**src/rtl/blue_pkg.sv**
```systemverilog
`default_nettype none
// ============================================================================
//  Module   : blue_pkg
//  Purpose  : Shared opcodes, instruction field positions and sequencer states.
//  Revision : 1.0
// ============================================================================
package blue_pkg;

  localparam logic [2:0] OP_ADD  = 3'b000;
  localparam logic [2:0] OP_SUB  = 3'b001;
  localparam logic [2:0] OP_OR   = 3'b010;
  localparam logic [2:0] OP_AND  = 3'b011;
  localparam logic [2:0] OP_XOR  = 3'b100;
  localparam logic [2:0] OP_SHR  = 3'b101;
  localparam logic [2:0] OP_MOV  = 3'b110;
  localparam logic [2:0] OP_EXCH = 3'b111;

  localparam int HALT_BIT = 12;
  localparam int OP_MSB   = 15;
  localparam int OP_LSB   = 13;

  typedef enum logic [1:0] {
    IDLE  = 2'd0,
    FETCH = 2'd1,
    EXEC  = 2'd2,
    FIN   = 2'd3
  } state_e;

  function automatic logic is_halt(input logic [15:0] ins);
    return ins[HALT_BIT];
  endfunction

endpackage
`default_nettype wire

```
**src/rtl/blue_sequencer_if.sv**
```systemverilog
`default_nettype none
// ============================================================================
//  Module   : blue_sequencer_if
//  Purpose  : Sequencer <-> blue datapath bus (instruction, operands, results).
//  Revision : 1.0
// ============================================================================
interface blue_sequencer_if #(
  parameter int DW = 16
) ();

  logic [DW-1:0] INS;
  logic [DW-1:0] RA;
  logic [DW-1:0] RB;
  logic [DW-1:0] ALU_RA;
  logic [DW-1:0] ALU_RB;

  modport master (output INS, output RA, output RB, input ALU_RA, input ALU_RB);
  modport slave  (input INS, input RA, input RB, output ALU_RA, output ALU_RB);

endinterface
`default_nettype wire

```
**src/rtl/blue_imem.sv**
```systemverilog
`default_nettype none
// ============================================================================
//  Module   : blue_imem
//  Purpose  : Program memory, synchronous write, registered read feeding the IR.
//  Revision : 1.0
// ============================================================================
module blue_imem #(
  parameter int AW = 4,
  parameter int DW = 16
) (
  input  logic          CLK,
  input  logic          RST,
  input  logic          i_we,
  input  logic [AW-1:0] i_waddr,
  input  logic [DW-1:0] i_wdata,
  input  logic          i_re,
  input  logic [AW-1:0] i_raddr,
  output logic [DW-1:0] o_rdata
);

  logic [DW-1:0] mem [2**AW];
  logic [DW-1:0] rdata_q, rdata_d;

  // Array contents survive reset; only the read register is cleared.
  always_ff @(posedge CLK) begin
    if (i_we) mem[i_waddr] <= i_wdata;
  end

  always_comb begin
    rdata_d = rdata_q;
    if (i_re) rdata_d = mem[i_raddr];
  end

  always_ff @(posedge CLK or posedge RST) begin
    if (RST) rdata_q <= '0;
    else     rdata_q <= rdata_d;
  end

  assign o_rdata = rdata_q;

endmodule
`default_nettype wire

```
**src/rtl/blue_sequencer.sv**
```systemverilog
`default_nettype none
// ============================================================================
//  Module   : blue_sequencer
//  Purpose  : Fetches instructions for blue and writes its results back to RA/RB.
//  Revision : 1.0
// ============================================================================
module blue_sequencer
  import blue_pkg::*;
#(
  parameter int AW = 4,
  parameter int DW = 16
) (
  input  logic             CLK,
  input  logic             RST,
  input  logic             START,
  input  logic [DW-1:0]    RA_INIT,
  input  logic [DW-1:0]    RB_INIT,
  input  logic             PROG_WE,
  input  logic [AW-1:0]    PROG_ADDR,
  input  logic [DW-1:0]    PROG_DATA,
  blue_sequencer_if.master dp,
  output logic [AW-1:0]    PC,
  output logic             BUSY,
  output logic             DONE,
  output logic             OVERRUN
);

  localparam logic [AW-1:0] c_pc_last = '1;

  state_e        state_q, state_d;
  logic [DW-1:0] ra_q, ra_d;
  logic [DW-1:0] rb_q, rb_d;
  logic [AW-1:0] pc_q, pc_d;
  logic          overrun_q, overrun_d;
  logic [DW-1:0] w_ins;
  logic          w_fetch;
  logic          w_prog_we;

  assign BUSY      = (state_q == FETCH) || (state_q == EXEC);
  assign w_fetch   = (state_q == FETCH);
  assign w_prog_we = PROG_WE && !BUSY;

  // The imem read register is the IR: loaded in FETCH, held through EXEC/FIN.
  blue_imem #(.AW(AW), .DW(DW)) u_imem (
    .CLK     (CLK),
    .RST     (RST),
    .i_we    (w_prog_we),
    .i_waddr (PROG_ADDR),
    .i_wdata (PROG_DATA),
    .i_re    (w_fetch),
    .i_raddr (pc_q),
    .o_rdata (w_ins)
  );

  always_comb begin
    state_d   = state_q;
    ra_d      = ra_q;
    rb_d      = rb_q;
    pc_d      = pc_q;
    overrun_d = overrun_q;
    case (state_q)
      IDLE: begin
        if (START) begin
          ra_d      = RA_INIT;
          rb_d      = RB_INIT;
          pc_d      = '0;
          overrun_d = 1'b0;
          state_d   = FETCH;
        end
      end
      FETCH: state_d = EXEC;
      EXEC: begin
        if (is_halt(w_ins)) begin
          state_d = FIN;
        end else begin
          ra_d = dp.ALU_RA;
          rb_d = dp.ALU_RB;
          // The PC never wraps: the last slot ends the run as an overrun.
          if (pc_q == c_pc_last) begin
            overrun_d = 1'b1;
            state_d   = FIN;
          end else begin
            pc_d    = pc_q + AW'(1);
            state_d = FETCH;
          end
        end
      end
      FIN:     state_d = IDLE;
      default: state_d = IDLE;
    endcase
  end

  always_ff @(posedge CLK or posedge RST) begin
    if (RST) begin
      state_q   <= IDLE;
      ra_q      <= '0;
      rb_q      <= '0;
      pc_q      <= '0;
      overrun_q <= 1'b0;
    end else begin
      state_q   <= state_d;
      ra_q      <= ra_d;
      rb_q      <= rb_d;
      pc_q      <= pc_d;
      overrun_q <= overrun_d;
    end
  end

  assign dp.INS  = w_ins;
  assign dp.RA   = ra_q;
  assign dp.RB   = rb_q;
  assign PC      = pc_q;
  assign DONE    = (state_q == FIN);
  assign OVERRUN = overrun_q;

endmodule
`default_nettype wire

```
**src/flat_wrapper.sv**
```systemverilog
// flat-port wrapper written by rule: the top's interface ports become plain ports
module blue_sequencer_flat import blue_pkg::*;
#(
  parameter int AW = 4,
  parameter int DW = 16
)
  (CLK, RST, START, RA_INIT, RB_INIT, PROG_WE, PROG_ADDR, PROG_DATA, PC, BUSY, DONE, OVERRUN, dp_INS, dp_RA, dp_RB, dp_ALU_RA, dp_ALU_RB);
  blue_sequencer_if #(.DW(DW)) dp_i ();
  input  logic CLK;
  input  logic RST;
  input  logic START;
  input  logic [DW-1:0] RA_INIT;
  input  logic [DW-1:0] RB_INIT;
  input  logic PROG_WE;
  input  logic [AW-1:0] PROG_ADDR;
  input  logic [DW-1:0] PROG_DATA;
  output logic [AW-1:0] PC;
  output logic BUSY;
  output logic DONE;
  output logic OVERRUN;
  output wire logic [$bits(dp_i.INS)-1:0] dp_INS;
  output wire logic [$bits(dp_i.RA)-1:0] dp_RA;
  output wire logic [$bits(dp_i.RB)-1:0] dp_RB;
  input wire logic [$bits(dp_i.ALU_RA)-1:0] dp_ALU_RA;
  input wire logic [$bits(dp_i.ALU_RB)-1:0] dp_ALU_RB;
  assign dp_INS = dp_i.INS;
  assign dp_RA = dp_i.RA;
  assign dp_RB = dp_i.RB;
  assign dp_i.ALU_RA = dp_ALU_RA;
  assign dp_i.ALU_RB = dp_ALU_RB;
  blue_sequencer #(.AW(AW), .DW(DW)) u_core (.CLK(CLK), .RST(RST), .START(START), .RA_INIT(RA_INIT), .RB_INIT(RB_INIT), .PROG_WE(PROG_WE), .PROG_ADDR(PROG_ADDR), .PROG_DATA(PROG_DATA), .dp(dp_i), .PC(PC), .BUSY(BUSY), .DONE(DONE), .OVERRUN(OVERRUN));
endmodule
```
**config.mk**
```make
export PLATFORM = sky130hd
export DESIGN_NAME = blue_sequencer_flat
export DESIGN_NICKNAME = d
export VERILOG_FILES = /design/src/rtl/blue_pkg.sv /design/src/rtl/blue_sequencer_if.sv /design/src/rtl/blue_imem.sv /design/src/rtl/blue_sequencer.sv /design/src/flat_wrapper.sv
export SDC_FILE = /design/constraint.sdc
export NUM_CORES = 1
export LEC_CHECK = 0
export CAP_MARGIN = 0
export CORE_UTILIZATION = 55
export CTS_CLUSTER_DIAMETER = 60
export DETAILED_ROUTE_END_ITERATION = 7
export PLACE_DENSITY = 0.78
export SKIP_CTS_REPAIR_TIMING = 1
export SYNTH_ARGS = -nofsm -noshare
export SYNTH_HDL_FRONTEND = slang
export SYNTH_HIERARCHICAL = 1
export SYNTH_SLANG_ARGS = --single-unit
```
**constraint.sdc**
```tcl
create_clock -name CLK -period 8.6 [get_ports CLK]
set_input_delay 0.86 -clock CLK [delete_from_list [all_inputs] [get_ports CLK]]
set_output_delay 0.86 -clock CLK [all_outputs]
set_load 0.005 [all_outputs]
```
; ---- Word level (Yosys, flattened, before mapping)
; Memories as Yosys holds them, arrays and structs flattened. A register that Yosys moved wholly into a read port is not among the register bits.
; Index checks and enable logic that the tools add are counted.
; Widths: inputs -> output; s select.
[classes]
shifts = 0
addsub = 1
n_div = 0
n_mux = 20
bitwise_logic = 0
order_cmp = 0
eq_ne = 8
reduce_logical = 8
multipliers = 0
[op_table]
columns = op, count
row1 = $mux 16, 4
row2 = $pmux 16 s2, 2
row3 = $mux 4, 3
row4 = $ne 2x2->1 const B, 4
row5 = $pmux 2 s4, 1
row6 = $pmux 4 s2, 1
row7 = $reduce_and 4->1, 2
row8 = $mux 2, 3
row9 = $mux 1, 5
row10 = $add 4x1->4 const B, 1
row11 = $eq 2x2->1 const B, 2
row12 = $eq 4x4->1 const B, 1
row13 = $reduce_and 3->1, 1
row14 = $eq 2x1->1 const B, 1
row15 = $logic_not 2->1, 1
row16 = $pmux 1 s2, 1
row17 = $reduce_bool 2->1, 1
row18 = $logic_and 1x1->1, 1
row19 = $logic_not 1->1, 1
row20 = $logic_or 1x1->1, 1
[word_totals]
mem_bits_rw = 256
memories = 1
input_bits = 88
latchBits = 0
romBits = 0
wordCells = 43
regBits = 39
output_inout_bits = 55
[mem_list]
columns = name, depth, word_bits, read_ports, rd_clocked_by_memory_dff, wr, line_no
row1 = u_core.u_imem.mem, 16, 16, 1, 1, 1, blue_imem.sv:21  ; logic [DW-1:0] mem [2**AW];

; ---- Logic depth before layout (Yosys ltp)
[logic_depth]
depth_word = 6
depth_mapped = 9

; ---- Cells and area by module
; The synthesis kept the hierarchy.
[modules_own_cells]
columns = module, instances, area_per_inst_um2, cells_per_inst
row1 = blue_imem, 1, 10467.5, 453
row2 = blue_sequencer, 1, 2182.1, 158

; ---- Worst setup path after synthesis
; No wires, ideal clock.
[synth_timing]
path_type = input to register
start = input PROG_WE
end = memory u_core.u_imem.mem[0][0] (enable)
setup_ns = 0.409
arrival_ns = 2.703
t_required_ns = 8.191
slack_ns = 5.487
n_path_buf = 0
cell_stages = 3
cell_sequence = nor2b_1 or3b_2 nor3_1
[synth_via]
elab_chain_len = 3
[synth_lines]
columns = element, line_no
row1 = "start, declared", flat_wrapper.sv:14  ; input logic PROG_WE;
row2 = $logic_and 1x1->1, blue_sequencer.sv:41  ; assign w_prog_we = PROG_WE && !BUSY;
row3 = $mux 1, blue_imem.sv:26  ; if (i_we) mem[i_waddr] <= i_wdata;
row4 = $mux 1 (implied by the code), blue_imem.sv:26
row5 = "end, declared", blue_imem.sv:21
; Every way passes these cells.

; ---- Final worst setup path
[layout_timing]
start = register u_core.state_q[0]
end = register u_core.ra_q[4], in the netlist u_core/dp.RA[4]
[layout_via]
elab_chain_len = 3
elab_cells_between_ends = 7
cone_classes = 3 x eq/ne / 1 x mux / 3 x reduce/logical
[layout_lines]
columns = element, line_no
row1 = "start, declared", blue_sequencer.sv:30  ; state_e state_q, state_d;
row2 = "start signal, assigned", blue_sequencer.sv:101  ; state_q <= state_d;
row3 = $eq 2x2->1 / $logic_not 2->1 (equally long branches), blue_sequencer.sv:61  ; case (state_q)
row4 = $ne 2x2->1 (no line) / $reduce_bool 2->1 (equally long branches), -
row5 = $reduce_and 3->1 (no line), -
row6 = "end signal, assigned", blue_sequencer.sv:102  ; ra_q <= ra_d;
row7 = "end, declared", blue_sequencer.sv:31  ; logic [DW-1:0] ra_q, ra_d;
; Parallel ways exist; a longest one is shown, timed or not.
; A chain may end at the register's enable or synchronous reset.

==> results.cfg <==
[worst_setup_path]
path_class = register to register
critPathMaxFanout = 44
required_ns = 9.01
regToRegEndpoint = u_core/dp.RA[4]$_DFFE_PP0P_
reg2reg_from = u_core/state_q[0]$_DFFE_PP0P_
r2r.worst_path.cells = 5
endpoint = u_core/dp.RA[4]$_DFFE_PP0P_
endpoint_kind = register
crit_path_start = u_core/state_q[0]$_DFFE_PP0P_
rrSetupSlack_ns = 5.45
arrival_ns = 3.56
start_kind = register

[route]
via_per_inst = 6.00
first_pass_iters = 4
drt-total-wl_um = 26700
dr.first_iter.drc_count = 455
drtAntennaViolNets = 0
vias = 6463
drc_errors = 0
avgRoutedWirePerCell_um = 24.8

[layout]
layout_common_cells = edfxtp_1, clkdlybuf4s50_1, mux4_2, dfrtp_1, mux2_2
stdcell_area_mm2 = 0.0153
fin_nets = 862
drive_above_1_share = 0.273
syn_to_final_growth_pct = 21.0
fin_util = 0.678
layout_commonest_cell = edfxtp_1
n_antenna_cell = 0

[timing]
hold_viol = 0
setup-tns-final_ns = 0
fin_ws_ns = 5.45
max_slew_margin = 0.308
rsz0062_at_grt = no
finalCriticalPeriod_ns = 3.15
fin_worst_skew_ns = 0.0326
slew_viol_final = 0
fmax_mhz = 318
worst_pin_slew_ns = 1.04
finalCritPeriodShare = 0.366
setup_viol = 0

[yosys]
synth_area_per_cell_um2 = 20.7
synth-edff-count = 256
synth_area_mm2 = 0.0126
yosysTopAreaCell = edfxtp_1
ys_ff_latch = 311
yosysTopAreaCellShare = 0.608
seq_area_frac_synth = 0.717
yosysWarningCount = 6
ys_types = 42
synthTopCellsByArea = edfxtp_1, dfrtp_1, mux4_2, mux2_4, mux2_2
synth_ff_type = edfxtp_1
async_flop_share = 0.177
synth_nets = 705
postSynthCellCount = 611

[floorplan]
die-area_mm2 = 0.0236
fp.dieH_um = 154
ios = 143
row_count = 55
dieWidth_um = 154
core-area_mm2 = 0.0226
start_util = 0.560

[pwr]
max-vdd-ir-drop_uv = 292
p_per_area_mw_per_mm2 = 286
power_mw = 4.38
p_sw_mw = 1.15
p_int_mw = 3.23
p_clk_frac = 0.295
power_frac_comb = 0.271
p_sw_frac = 0.262
pwr-share-seq = 0.434
p_leak_nw = 5.17

[clock_tree]
clock-root-buffer = clkbuf_16
clk_pin_slew_ns = 0.06
cts_made_buffers = 30
cts_sinks = 311
cts_tree = built
cts_max_path_buffers = 3
htree_levels = 1
clk_latency_ns = 0.56

[global_routing]
grt_first_pass_wirelength_um = 40600
antenna_found_initial = 0
grt_pass1_vias = 6828
track_usage = 0.230
grt_max_degree = 54
grt.overflow.total = 0

[place]
placed_cell_area_mm2 = 0.0143
dp_slack_ns = 4.93
place_hpwl_um = 17100
gp_congestion = 0.881
portBuffers = 142

[job]
drv_cap = 0

[min_path]
hold_path.class = register to register

[status]
status = finished, final reports clean
## worst min path at each step
stage	start	endpoint	cells after the start
2_1_floorplan	u_core/OVERRUN$_DFFE_PP0P_	u_core/OVERRUN$_DFFE_PP0P_	2
3_3_place_gp	u_core/dp.RB[1]$_DFFE_PP0P_	u_core/dp.RB[1]$_DFFE_PP0P_	1
3_5_place_dp	u_core/dp.RB[3]$_DFFE_PP0P_	u_core/dp.RB[3]$_DFFE_PP0P_	1
4_1_cts	u_core/dp.RB[3]$_DFFE_PP0P_	u_core/dp.RB[3]$_DFFE_PP0P_	1
5_1_grt	u_core/dp.RB[10]$_DFFE_PP0P_	u_core/dp.RB[10]$_DFFE_PP0P_	1
6_report	u_core/dp.RB[3]$_DFFE_PP0P_	u_core/dp.RB[3]$_DFFE_PP0P_	1
## sequential cells by signal, summed over array words and instances (netlist names)
register               count
u_core/u_imem/mem        256
u_core/dp.RA              16
u_core/dp.RB              16
u_core/PC                  4
u_core/OVERRUN             1
u_core/state_q             2
u_core/u_imem/o_rdata     16
## synth_stat cells (2+ instances only)
cell and number:
edfxtp_1 256, dfrtp_1 55, mux4_2 55, mux2_2 35, mux2_4 29, nor2_1 29
mux2i_1 16, o22ai_1 16, a221oi_2 14, buf_6 10, clkbuf_1 9, mux4_1 9
buf_2 8, nor3_1 7, ha_1 6, inv_1 6, o21ai_0 5, buf_4 4
nand2_1 4, nand2b_1 4, buf_12 3, nand3_1 3, nand3b_1 3, a221oi_1 2
a31oi_1 2, buf_1 2, nand4_1 2, nor2b_1 2, o41ai_1 2
## cells by family (layout without fill, tap and decap cells)
family / count (synthesis) / in the layout / share of synthesized area
AO/OA/AOI/OAI: 45 / 45 / 0.0331
adder cells (fa/ha/maj): 6 / 6 / 0.00593
buffers and inverters: 43 / 224 / 0.0254
flip-flops: 311 / 311 / 0.717
multiplexers: 144 / 144 / 0.195
AND/OR/NAND/NOR: 62 / 62 / 0.0241
## per-layer routing
metal	up-vias	track usage	wire length (µm)
li1	2815	-	-
met5	-	0	0
met1	3322	0.287	10300
met2	279	0.407	13900
met3	47	0.0451	1820
met4	0	0.0700	654
## worst max-delay path: stages, from the launching register on
cell and delay [ns]:
dfrtp_1 0.42, inv_1 0.14, ha_2 0.85, nor2_1 0.22
or3_2 0.91, mux2_4 0.45
## cell type report
| class | count | area (µm²) |
|---|---|---|
| Timing Repair Buffer | 162 | 1570 |
| Clock inverter | 17 | 155 |
| Multi-Input combinational cell | 257 | 3290 |
| Sequential cell | 311 | 9070 |
| Fill cell | 1420 | 7260 |
| Tap cell | 285 | 357 |
| Inverter | 6 | 22.5 |
| Clock buffer | 39 | 845 |
## through the flow
step	hold WS, ns	instances
floorplan	0.495	611
detailed placement	0.493	1021
finish	0.504	1077
global placement	0.490	1021
global route	0.528	1077
CTS	0.506	1077
## power by group through the flow
stage,clock network (mW),logic [mW],registers (mW)
finish,1.29,1.19,1.90
global route,1.37,1.27,1.91
CTS,1.31,1.20,1.90
detailed placement,0,1.19,1.93
global placement,0,1.14,1.92
floorplan,0,0.758,1.91
Note: power is estimated with default switching activity, not from simulation.
